[config.mk]
export PLATFORM = sky130hd
export DESIGN_NAME = awg_burst_sequencer
export DESIGN_NICKNAME = d
export VERILOG_FILES = /design/src/rtl/awg_burst_sequencer.sv
export SDC_FILE = /design/constraint.sdc
export NUM_CORES = 1
export LEC_CHECK = 0
export CAP_MARGIN = 20
export CORE_ASPECT_RATIO = 1.1
export CORE_MARGIN = 2
export CORE_UTILIZATION = 40
export CTS_BUF_LIST = sky130_fd_sc_hd__clkbuf_8
export CTS_CLUSTER_SIZE = 28
export DETAILED_ROUTE_END_ITERATION = 10
export PLACE_DENSITY = 0.57
export SYNTH_ARGS = -nofsm -noshare
export SYNTH_HDL_FRONTEND = slang
export SYNTH_SLANG_ARGS = --single-unit
[constraint.sdc]
create_clock -name clk -period 5.62 [get_ports clk]
set_input_delay 1.124 -clock clk [delete_from_list [all_inputs] [get_ports clk]]
set_output_delay 1.124 -clock clk [all_outputs]
set_load 0.01 [all_outputs]
[src/rtl/awg_burst_sequencer.sv]
// awg_burst_sequencer
//   Burst-mode controller for the AWG NCO/DAC datapath. After a trigger it
//   lets exactly N complete waveform cycles reach the DAC. N is counted from
//   falling edges of the accumulator MSB. It can optionally re-arm itself
//   after a gap measured in milliseconds.
//
// Ports
//   clk          system clock
//   rst_n        asynchronous active-low reset
//   trigger      single-cycle start pulse, honoured only in IDLE
//   abort        level; returns to IDLE on the next edge, highest priority
//   auto_repeat  0: one burst per trigger, 1: repeat bursts until abort
//   burst_count  waveform cycles per burst (0 behaves as 1)
//   gap_ms       idle time between auto-repeated bursts, in ms
//   acc_msb      NCO accumulator MSB, before phase offset
//   nco_clear    holds the NCO accumulator at 0
//   out_enable   DAC passes the waveform when 1
//   busy         high in every state except IDLE
//   done         one-cycle pulse when a single-mode burst completes
//   cycles_done  wraps counted in the current burst
//   state_out    IDLE=0, START=1, BURST=2, GAP=3
module awg_burst_sequencer #(
  parameter int CLK_PER_MS = 100000,
  parameter int CNT_W      = 10,
  parameter int GAP_W      = 10
) (
  input  logic             clk,
  input  logic             rst_n,
  input  logic             trigger,
  input  logic             abort,
  input  logic             auto_repeat,
  input  logic [CNT_W-1:0] burst_count,
  input  logic [GAP_W-1:0] gap_ms,
  input  logic             acc_msb,
  output logic             nco_clear,
  output logic             out_enable,
  output logic             busy,
  output logic             done,
  output logic [CNT_W-1:0] cycles_done,
  output logic [1:0]       state_out
);

  localparam int PS_W = (CLK_PER_MS > 1) ? $clog2(CLK_PER_MS) : 1;
  localparam logic [PS_W-1:0] PS_LAST = PS_W'(CLK_PER_MS - 1);

  typedef enum logic [1:0] {
    IDLE  = 2'd0,
    START = 2'd1,
    BURST = 2'd2,
    GAP   = 2'd3
  } state_t;

  state_t           state_q, state_d;
  logic [CNT_W-1:0] cnt_l_q, cnt_l_d;
  logic [CNT_W-1:0] cycles_q, cycles_d;
  logic [GAP_W-1:0] gap_l_q, gap_l_d;
  logic [GAP_W-1:0] ms_q, ms_d;
  logic [PS_W-1:0]  ps_q, ps_d;
  logic             auto_l_q, auto_l_d;
  logic             done_q, done_d;
  logic             msb_q, msb_d;

  logic             wrap;
  logic             tick;
  logic [CNT_W-1:0] cycles_inc;

  // A wrap is the MSB falling while the accumulator is running. msb_q is held
  // at 0 outside BURST so the first sample after a clear cannot fake an edge.
  assign wrap       = (state_q == BURST) && msb_q && !acc_msb;
  assign tick       = (ps_q == PS_LAST);
  assign cycles_inc = cycles_q + 1'b1;

  always_comb begin
    state_d  = state_q;
    cnt_l_d  = cnt_l_q;
    gap_l_d  = gap_l_q;
    auto_l_d = auto_l_q;
    cycles_d = cycles_q;
    ms_d     = ms_q;
    ps_d     = ps_q;
    done_d   = 1'b0;
    msb_d    = (state_q == BURST) ? acc_msb : 1'b0;

    case (state_q)
      IDLE: begin
        if (trigger && !abort) begin
          state_d  = START;
          cnt_l_d  = (burst_count == '0) ? CNT_W'(1) : burst_count;
          gap_l_d  = gap_ms;
          auto_l_d = auto_repeat;
        end
      end
      START: begin
        cycles_d = '0;
        state_d  = BURST;
      end
      BURST: begin
        // The count stops at cnt_l, so it can never wrap inside a burst.
        if (wrap && (cycles_q != cnt_l_q)) begin
          cycles_d = cycles_inc;
          if (cycles_inc == cnt_l_q) begin
            if (!auto_l_q) begin
              state_d = IDLE;
              done_d  = 1'b1;
            end else if (gap_l_q == '0) begin
              state_d = START;
            end else begin
              state_d = GAP;
              ps_d    = '0;
              ms_d    = '0;
            end
          end
        end
      end
      GAP: begin
        if (tick) begin
          ps_d = '0;
          ms_d = ms_q + 1'b1;
          if (ms_q == (gap_l_q - 1'b1)) begin
            state_d = START;
          end
        end else begin
          ps_d = ps_q + 1'b1;
        end
      end
      default: state_d = IDLE;
    endcase

    // Abort overrides everything but leaves the count readable.
    if (abort) begin
      state_d  = IDLE;
      done_d   = 1'b0;
      cycles_d = cycles_q;
    end
  end

  always_ff @(posedge clk or negedge rst_n) begin
    if (!rst_n) begin
      state_q  <= IDLE;
      cnt_l_q  <= '0;
      gap_l_q  <= '0;
      auto_l_q <= 1'b0;
      cycles_q <= '0;
      ms_q     <= '0;
      ps_q     <= '0;
      done_q   <= 1'b0;
      msb_q    <= 1'b0;
    end else begin
      state_q  <= state_d;
      cnt_l_q  <= cnt_l_d;
      gap_l_q  <= gap_l_d;
      auto_l_q <= auto_l_d;
      cycles_q <= cycles_d;
      ms_q     <= ms_d;
      ps_q     <= ps_d;
      done_q   <= done_d;
      msb_q    <= msb_d;
    end
  end

  assign nco_clear   = (state_q != BURST);
  assign out_enable  = (state_q == BURST);
  assign busy        = (state_q != IDLE);
  assign done        = done_q;
  assign cycles_done = cycles_q;
  assign state_out   = state_q;

endmodule

==> metrics.md <==
| Metric | Value |
|---|---|
| CTS HTree Levels | 3 |
| Die Wd | 99.8 um |
| Synth Area in Compound Gates | roughly a fifth |
| HPWL Detailed | about 6700 um |
| Simple-gate share of the synthesized area | 22.3% |
| Starting DRT DRC Count | roughly 150 |
| Port Buffers | 41 |
| Worst Path Arrival | around 2500 ps |
| CTS clock-pin slew for the worst setup and hold paths | roughly 70 ps |
| RD Place Congestion | ~0.78 |
| Setup Skew | 5.56 ps |
| Register area | 1550 um2 |
| Setup TNS | 0 ps |
| Yosys reg bits | 62 |
| Final setup violation count | 0 |
| Rows | 38 |
| Syn Area/Cell | 9.43 um2 |
| Slew HR | 45.0% |
| CP endpoint kind | primary output |
| Vias in the first global route | about 3300 |
| Remaining routing DRC violations | 0 |
| FF-to-FF End | ps_q[4] |
| Status | finished, final reports clean |
| VDD IR max | between 0.2 and 0.3 mV |
| Crit path to | nco_clear |
| IO Pins | 42 |
| Vias | 3406 |
| Final Hold Vio Count | 0 |
| Min-delay worst type | flop to flop |
| Mapped Cells | around 430 |
| Ant. Diodes | 0 |
| Total number of yosys warnings | 0 |
| Non-filler cells in the finished layout | between 500 and 600 |
| FF-to-FF path depth | 7 |
| Mapped Area | between 4000 and 5000 um2 |
| Adder-cell share of the synthesized area | 2.48% |
| Mux cell area share after synthesis | approximately 6.9% |
| Synth Net Count | between 400 and 500 |
| Worst-skew pair later-pin latency | approximately 340 ps |
| Post-synth EDFFs | 0 |
| Fin area | 4670 um2 |
| Hold Buf Count CTS | 0 |
| Initial DRT Pass Iterations | 4 |
| Die area | about 11000 um2 |
| R2r startpoint | cycles_done[2] |
| Max Clock Freq | 0.273 GHz |
| Initial antenna violation count | 0 |
| Clk sinks | 62 |
| Root buffer cell | clkbuf_8 |
| CP Launch Type | flop |
| Main combinational cell family by area after synthesis | simple AND/OR/NAND/NOR gates |
| Fin crit share | roughly 65% |
| Core outline area | slightly below 10000 um2 |
| Register area share after synthesis | around two fifths |
| Pleak | around 0.0019 uW |
| CTS Buf Count | 9 |
| Total GRT Usage | 18.9% |
| Vias per cell | 5.81 |
| Final Slew Violations | 0 |
| Share of post-route cells with drive strength above 1 | ~11% |
| Commonest register cell after synthesis | dfrtp_1 |
| Worst-margin pin slew | 825 ps |
| DRT Wirelength | 9590 um |
| Reg2reg setup slack | ~2100 ps |
| Largest net degree at the start of global routing | 63 |
| WP data required | between 4000 and 5000 ps |
| DP Area | 4500 um2 |
| Starting Density | roughly two fifths |
| Post-synthesis xor/xnor area fraction | under 10% |
| Yosys cell types | 67 |
| Nets | just under 500 |
| Setup Fix Bufs, Post-CTS | 0 |
| Per-cell routed wire length | approximately 16 um |
| Largest buffer count on any clock path | 2 |
| Worst hold slack | between 500 and 600 ps |
| First-pass GRT wire length | around 16000 um |
| Final Core Density | between 40% and 50% |
| Fill cells | 963 |
| Grt total ovfl | 0 |
| Area Overhead vs Synth | 15.7% |
| CP Class | flop to primary output |
| Min cycle time layout | between 3000 and 4000 ps |
| Pwr dens | about 330 nW/um2 |
| Synth async-reset ratio | 100% |
| TritonCTS clock tree | done |
| DRT antenna net count | 0 |
| CP Launch Point | state_out[0] |
| Placed insts | roughly 570 |
| Crit-path max FO | 13 |
| RSZ-0062 raised after global routing | no |
| Area of the multi-input gates | ~2300 um2 |
| Max-capacitance violation count | 0 |
| Die height | between 100 and 150 um |
| Post-cts resize count | 0 |
area by class of cell:
cell class                 instances  share of cell area [%]
timing repair buffer              44                    9.24
tap                              120                    3.21
clock inverter                     6                   0.536
multi-input combinational        329                    49.9
sequential                        62                    33.2
clock buffer                       9                    2.65
inverter                          16                    1.29
per-layer routing:
layer / global-route usage (%) / wire (um) / share of wire, %
met5: 0 / 0 / 0
met4: 6.56 / 91 / 0.95
met3: 3.43 / 355 / 3.7
met2: 32.4 / 4780 / 50
met1: 24.2 / 4360 / 45
worst min-delay path by stage:
| stage | from | to | slack [ps] | depth (start not counted) |
|---|---|---|---|---|
| global route | auto_l_q | done | 520 | 1 |
| finish | auto_l_q | done | 500 | 1 |
| detailed placement | auto_l_q | done | 500 | 1 |
| floorplan | auto_l_q | done | 450 | 1 |
| global placement | auto_l_q | done | 500 | 1 |
| CTS | auto_l_q | done | 510 | 1 |
power breakdown:
| part | switching, uW | internal, uW |
|---|---|---|
| clock network | 164 | 149 |
| logic | 257 | 292 |
| registers | 140 | 553 |
| total | 561 | 994 |
worst max-delay path, stage by stage (launching register included):
cell and delay [ps]:
dfrtp_1 420, inv_1 110, ha_1 590, clkinv_1 490, clkdlybuf4s50_1 590
synthesized netlist by cell type, types with 7 or more instances:
library cell / count / share of area (%)
o21ai_0: 19 / 2.4
nor2_1: 30 / 2.8
ha_1: 8 / 2.5
and2_1: 7 / 1.1
xor2_1: 7 / 1.5
a21oi_1: 12 / 1.5
mux2_2: 22 / 6.1
nor3_1: 10 / 1.2
nand3_1: 31 / 3.8
dfrtp_1: 62 / 38
a22o_1: 15 / 3.3
clkbuf_1: 14 / 1.3
xnor2_1: 22 / 4.8
inv_1: 15 / 1.4
o211ai_1: 7 / 1.3
nand4_1: 7 / 1.1
nand2_1: 34 / 3.2
sequential cells by signal, indices dropped and copies added, names as in the netlist:
register     cells
ms_q            10
auto_l_q         1
cnt_l_q         10
state_out        2
ps_q            17
msb_q            1
gap_l_q         10
done             1
cycles_done     10
logic make-up after synthesis:
kind of cell,count (synthesis)
compound gates,99
xor+xnor,30
fa+ha+maj,8
buf+inv,37
flops,62
mux,25
simple gates,167
per-stage QoR:
step | setup WS, ps | total power (uW)
floorplan | 2960 | 1090
global placement | 1880 | 1240
detailed placement | 1830 | 1250
CTS | 1920 | 1570
global route | 1820 | 1670
finish | 1950 | 1550
cell usage in the layout, fill, tap and decap left out, types with 8 or more instances in the layout:
cell type,count
inv_1,19
mux2_2,22
nand3_1,31
o21ai_0,19
xnor2_1,22
dfrtp_1,62
nor3_1,10
nor2_1,30
a22o_1,15
nand2_1,34
clkbuf_8,9
clkdlybuf4s50_1,40
a21oi_1,12
ha_1,8
No activity file was read; power rests on OpenSTA's default activity.
==> RTL edit 1: new RTL, config.mk and constraints unchanged <==
Put a register stage on the outputs `nco_clear`, `out_enable` and `busy`, with the module's reset. The values now appear one clock later. The other outputs are not delayed to match.
--- a/src/rtl/awg_burst_sequencer.sv
+++ b/src/rtl/awg_burst_sequencer.sv
@@ -160,5 +160,13 @@
 
-  assign nco_clear   = (state_q != BURST);
-  assign out_enable  = (state_q == BURST);
-  assign busy        = (state_q != IDLE);
+  always_ff @(posedge clk or negedge rst_n) begin
+    if (!rst_n) begin
+      nco_clear  <= '0;
+      out_enable <= '0;
+      busy       <= '0;
+    end else begin
+      nco_clear  <= (state_q != BURST);
+      out_enable <= (state_q == BURST);
+      busy       <= (state_q != IDLE);
+    end
+  end
   assign done        = done_q;
Check against the original RTL: not equivalent (a bounded check fails within 4 cycles, from zero or initial values and one cycle with rst_n low).
==> RTL edit 1 against the original RTL <==
  * Sequential cell count is 3 higher
  * Critical path type is now register to register
  * Final area fell by 0.80%
  * Critical path depth grew 6
  * Wire length fell by 7.1%
  * Sequential power fell by 3.9%
  * Total power up 2.6%
  * Setup slack improved by 330 ps
  * Highest routed layer unchanged
  * Combinational power fell by 25%
  * Synthesized area is 3.5% lower
  * Global-route usage shrank 0.89 points
  * Die area shrank 3.3%
==> RTL edit 1: results (changes against the original RTL) <==
Status
  – Status: completed

Routing
  – Vias per cell: 5.68 (-2.2%)
  – WL/cell: 15.6 um (-4.5%)
  – 1st-iter DRT viols: 189 (+27%)

Synthesis
  – Post-synth ARST share: 100% (unchanged)
  – Ranking of synthesized cells by area: dfrtp_1 42%, mux2_2 6.1%, o21ai_0 4.1%
  – Netlist cell types: 58 (-13%)
  – Synth cell count leaders: 65 x dfrtp_1, 32 x o21ai_0, 27 x a21oi_1, 26 x nor2_1, 25 x nand2_1
  – Syn nets: 448 (-3.0%)
  – Sequential area share after synthesis: 41.7% (+3.3 points)
  – Top_reg_cell synth: dfrtp_1

STA
  – Fin crit period: 3330 ps (-335 ps)
  – Setup violators final: 0 (unchanged)
  – Final hold slack: 515 ps (+13.7 ps)
  – Slew Limit Headroom: 37.3% (-7.7 points)
  – Clk_skew: 13.0 ps (+7.39 ps)

Power
  – Static Leakage: 1.86 nW (about the same)
  – IR drop worst, VDD: 0.215 mV (-18%)

Placed design
  – Detailed Place HPWL: 6.29 mm (-6.8%)
  – GP Congestion: 0.853 (+8.9%)
  – Placed Instance Area: 4370 um^2 (-2.9%)
  – Count of input and output buffers: 41 (unchanged)

Cells and area
  – Final net count: 482 (-2.8%)
  – Max reg flops: 17 (unchanged)
  – Share of cells above drive strength 1: 11.0% (+0.31 points)
  – Fill count: 885 (-8.1%)
  – Diode count: 0 (unchanged)
  – Reg with most FFs: ps_q

CTS
  – H-tree lvl count: 3 (unchanged)
  – # resized after CTS: 0 (unchanged)
  – CTS buffer count: 9 (unchanged)

Critical path
  – R2r startpoint: cycles_done[1]
  – R2r setup slk: 2290 ps (+150 ps)
  – Crit-path max FO: 36 (+23)
  – Max incr delay on CP: 540 ps (-50 ps)
  – Slowest stage cell, crit path: or4_1
  – R2r endpoint: ps_q[13]
  – Crit path max-delay family: simple AND/OR/NAND/NOR gates
  – Worst reg2reg path depth: 10 (+3)

GRT
  – First-pass GRT wire length: 15.2 mm (-7.6%)
  – Vias in the first global route: 3,113 (-4.5%)
  – Gr usage total: 18.0% (-0.89 points)
  – Largest net degree at the start of global routing: 66 (+4.8%)
  – Initial antenna violation count: 0 (unchanged)

Hold path
  – Hold EP: cnt_l_q[0]
  – Hold Path Origin: cnt_l_q[0]
  – Hold depth: 2 (+1)
==> RTL edit 1: stage by stage <==
stage	utilization (%)	worst slack (ps)	cells
floorplan	-	2810	414
global placement	46.5	2240	554
detailed placement	46.5	2210	554
CTS	49.3	2320	570
global route	49.3	2060	570
finish	49.3	2290	570
==> RTL edit 1: logic make-up after synthesis <==
family	synth area share, %
AND/OR/NAND/NOR	21.8
AO/OA/AOI/OAI	16.1
flip-flops	41.7
buffers and inverters	4.01
XOR/XNOR	6.97
multiplexers	6.84
adder cells (fa/ha/maj)	2.57
==> RTL edit 1: worst max-delay path by stage <==
stage                           to           start  slack [ps]
after CTS                 ps_q[13]  cycles_done[1]        2320
final                     ps_q[13]  cycles_done[1]        2290
after floorplan            ms_q[0]  cycles_done[0]        2810
after global placement    ps_q[14]         acc_msb        2240
after global routing      ps_q[14]  cycles_done[1]        2060
after detailed placement  ps_q[13]         acc_msb        2210
==> RTL edit 1: worst register-to-register path, stage by stage, from the launching register on <==
cell	delay [ps]
dfrtp_1	500
ha_1	340
nand3_1	240
or4_1	540
a211oi_1	230
or3_1	210
and2_1	200
a21oi_2	70
buf_4	240
or4_1	530
a21oi_1	150
==> RTL edit 1: area by class of cell <==
class / count / area [um^2] / area share [%]
Timing Repair Buffer: 43 / 420 / 9.07
Tap cell: 117 / 146 / 3.16
Sequential cell: 65 / 1630 / 35.1
Clock buffer: 12 / 165 / 3.56
Multi-Input combinational cell: 312 / 2110 / 45.6
Inverter: 17 / 63.8 / 1.38
Clock inverter: 4 / 97.6 / 2.11
==> RTL edit 1: power by group <==
part	internal [mW]	switching (mW)	total [mW]
Combinational	0.215	0.195	0.410
Sequential	0.554	0.112	0.666
Clock	0.331	0.187	0.518
Total	1.10	0.495	1.59
==> RTL edit 1: layer usage <==
layer	vias to the layer above	global-route usage [%]	part of all wire (%)
li1	1594	-	-
met1	1571	24.5	49
met2	63	28.0	46
met3	12	3.44	3.4
met4	0	8.23	1.8
met5	-	0	0
==> RTL edit 2: new RTL, config.mk and constraints unchanged <==
Made on the original files. The parameter `CNT_W` goes from 10 to 20.
--- a/src/rtl/awg_burst_sequencer.sv
+++ b/src/rtl/awg_burst_sequencer.sv
@@ -23,3 +23,3 @@
   parameter int CLK_PER_MS = 100000,
-  parameter int CNT_W      = 10,
+  parameter int CNT_W      = 20,
   parameter int GAP_W      = 10
Interface: changed (resized burst_count and cycles_done); port bits go from 42 to 62. The function was not compared with the original's and may differ.
==> RTL edit 2 against the original RTL <==
  * Sequential cell count increased by 20
  * Count of clock-buffer cells in the layout rose by 4
  * Total power is 15% higher
  * Wire length up 38%
  * Synthesized area grew 28%
  * Final area up 30%
  * Setup slack got worse by 490 ps
  * Via count grew 29%
==> RTL edit 2: results (changes against the original RTL) <==
Power
  – Static Leakage: 2.26 nW (+22%)
  – IR drop worst, VDD: 0.173 mV (-34%)

Routing
  – Drt pass-1 iters: 5 (+1)
  – 1st-iter DRT viols: 326 (+120%)
  – Vias after detailed routing: 4,408 (+29%)
  – WL/cell: 17.3 um (+5.9%)

Synthesis
  – Netlist cell types: 61 (-9.0%)
  – Synth cell count leaders: 82 x dfrtp_1, 45 x nor2_1, 45 x xnor2_1, 44 x nand2_1, 31 x mux2_2
  – Post-synth ARST share: 100% (unchanged)
  – Sequential area share after synthesis: 39.7% (+1.3 points)
  – Syn nets: 603 (+31%)
  – Ranking of synthesized cells by area: dfrtp_1 40%, xnor2_1 7.6%, mux2_2 6.8%

Critical path
  – Worst reg2reg path depth: 9 (+2)
  – Max incr delay on CP: 600 ps
  – Crit-path max FO: 12 (-1)
  – Data arrival, critical path: 4420 ps (+1880 ps)
  – Crit path max-delay family: simple AND/OR/NAND/NOR gates
  – Slowest stage cell, crit path: or4_4

Status
  – Status: completed

CTS
  – CTS Buffer Depth: 2 (unchanged)
  – Setup Buffers After CTS: 0 (unchanged)
  – Worst-skew pair later-pin latency: 380 ps (+40 ps)
  – # resized after CTS: 0 (unchanged)
  – Clock slew at reported path FFs: 90 ps (+20 ps)
  – CTS Root Cell: clkbuf_8

GRT
  – Gr usage total: 20.2% (+1.3 points)
  – Vias in the first global route: 4,344 (+33%)
  – Initial antenna violation count: 0 (unchanged)
  – First-pass GRT wire length: 22.0 mm (+34%)
  – Largest net degree at the start of global routing: 83 (+32%)

Cells and area
  – Diode count: 0 (unchanged)
  – Share of cells above drive strength 1: 10.4% (-0.35 points)
  – Final net count: 646 (+30%)

Hold path
  – Worst hold path type: register to register
  – Hold depth: 2 (+1)

Placed design
  – Placed Instance Area: 5850 um^2 (+30%)
  – GP Congestion: 0.874 (+12%)
  – Count of input and output buffers: 61 (+49%)
  – Detailed Place HPWL: 9.55 mm (+42%)

STA
  – Slew Limit Headroom: 33.7% (-11 points)
  – Clk_skew: 16.0 ps (+10.5 ps)
==> RTL edit 2: final timing paths <==
path / startpoint / endpoint / slack, ps
worst max register to register: cycles_done[0] / ms_q[4] / 1460
max in group asynchronous: rst_n / cnt_l_q[2] / 4420
worst min-delay path: cnt_l_q[0] / cnt_l_q[0] / 510
worst min register to register: cnt_l_q[0] / cnt_l_q[0] / 510
worst max-delay path: cycles_done[0] / ms_q[4] / 1460
min in group asynchronous: rst_n / gap_l_q[6] / 590
==> RTL edit 2: logic make-up after synthesis <==
kind of cell / count (synthesis) / synth area share (%)
buffers and inverters: 46 / 3.73
AO/OA/AOI/OAI: 95 / 12.8
XOR/XNOR: 55 / 9.32
multiplexers: 35 / 7.53
AND/OR/NAND/NOR: 238 / 25.0
flip-flops: 82 / 39.7
adder cells (fa/ha/maj): 8 / 1.94
==> RTL edit 2: metrics by stage <==
step	total power, mW	std cells	setup WS, ps	hold WS (ps)	utilization [%]
detailed placement	1.33	747	1490	500	46.4
finish	1.79	764	1460	506	48.4
CTS	1.80	763	1480	517	48.2
global placement	1.32	747	1620	494	46.4
global route	1.91	764	1240	544	48.4
floorplan	1.16	559	2160	435	-
==> RTL edit 2: per-layer routing <==
| metal | up-vias | wire (um) | global-route usage, % |
|---|---|---|---|
| li1 | 2129 | - | - |
| met1 | 2166 | 5760 | 25.0 |
| met2 | 96 | 6720 | 35.1 |
| met3 | 17 | 492 | 4.56 |
| met4 | 0 | 267 | 6.94 |
| met5 | - | 0 | 0 |
==> RTL edit 2: area by class of cell <==
type                       instances  area (um^2)
fill                            1228         6500
multi-input combinational        431         2920
sequential                        82         2050
timing repair buffer              64          651
tap                              157          196
clock buffer                      13          179
inverter                          14         52.6
clock inverter                     3         37.5
==> RTL edit 2: report_power, final <==
| group | internal (mW) | total (mW) | switching (mW) |
|---|---|---|---|
| Combinational | 0.262 | 0.519 | 0.257 |
| Clock | 0.251 | 0.468 | 0.217 |
| Sequential | 0.691 | 0.799 | 0.109 |
| Total | 1.20 | 1.79 | 0.583 |
==> RTL edit 2: tightest hold or removal path: stages (launching register included) <==
cell and delay [ps]:
dfrtp_1 360, nand2_1 50, o21ai_0 60
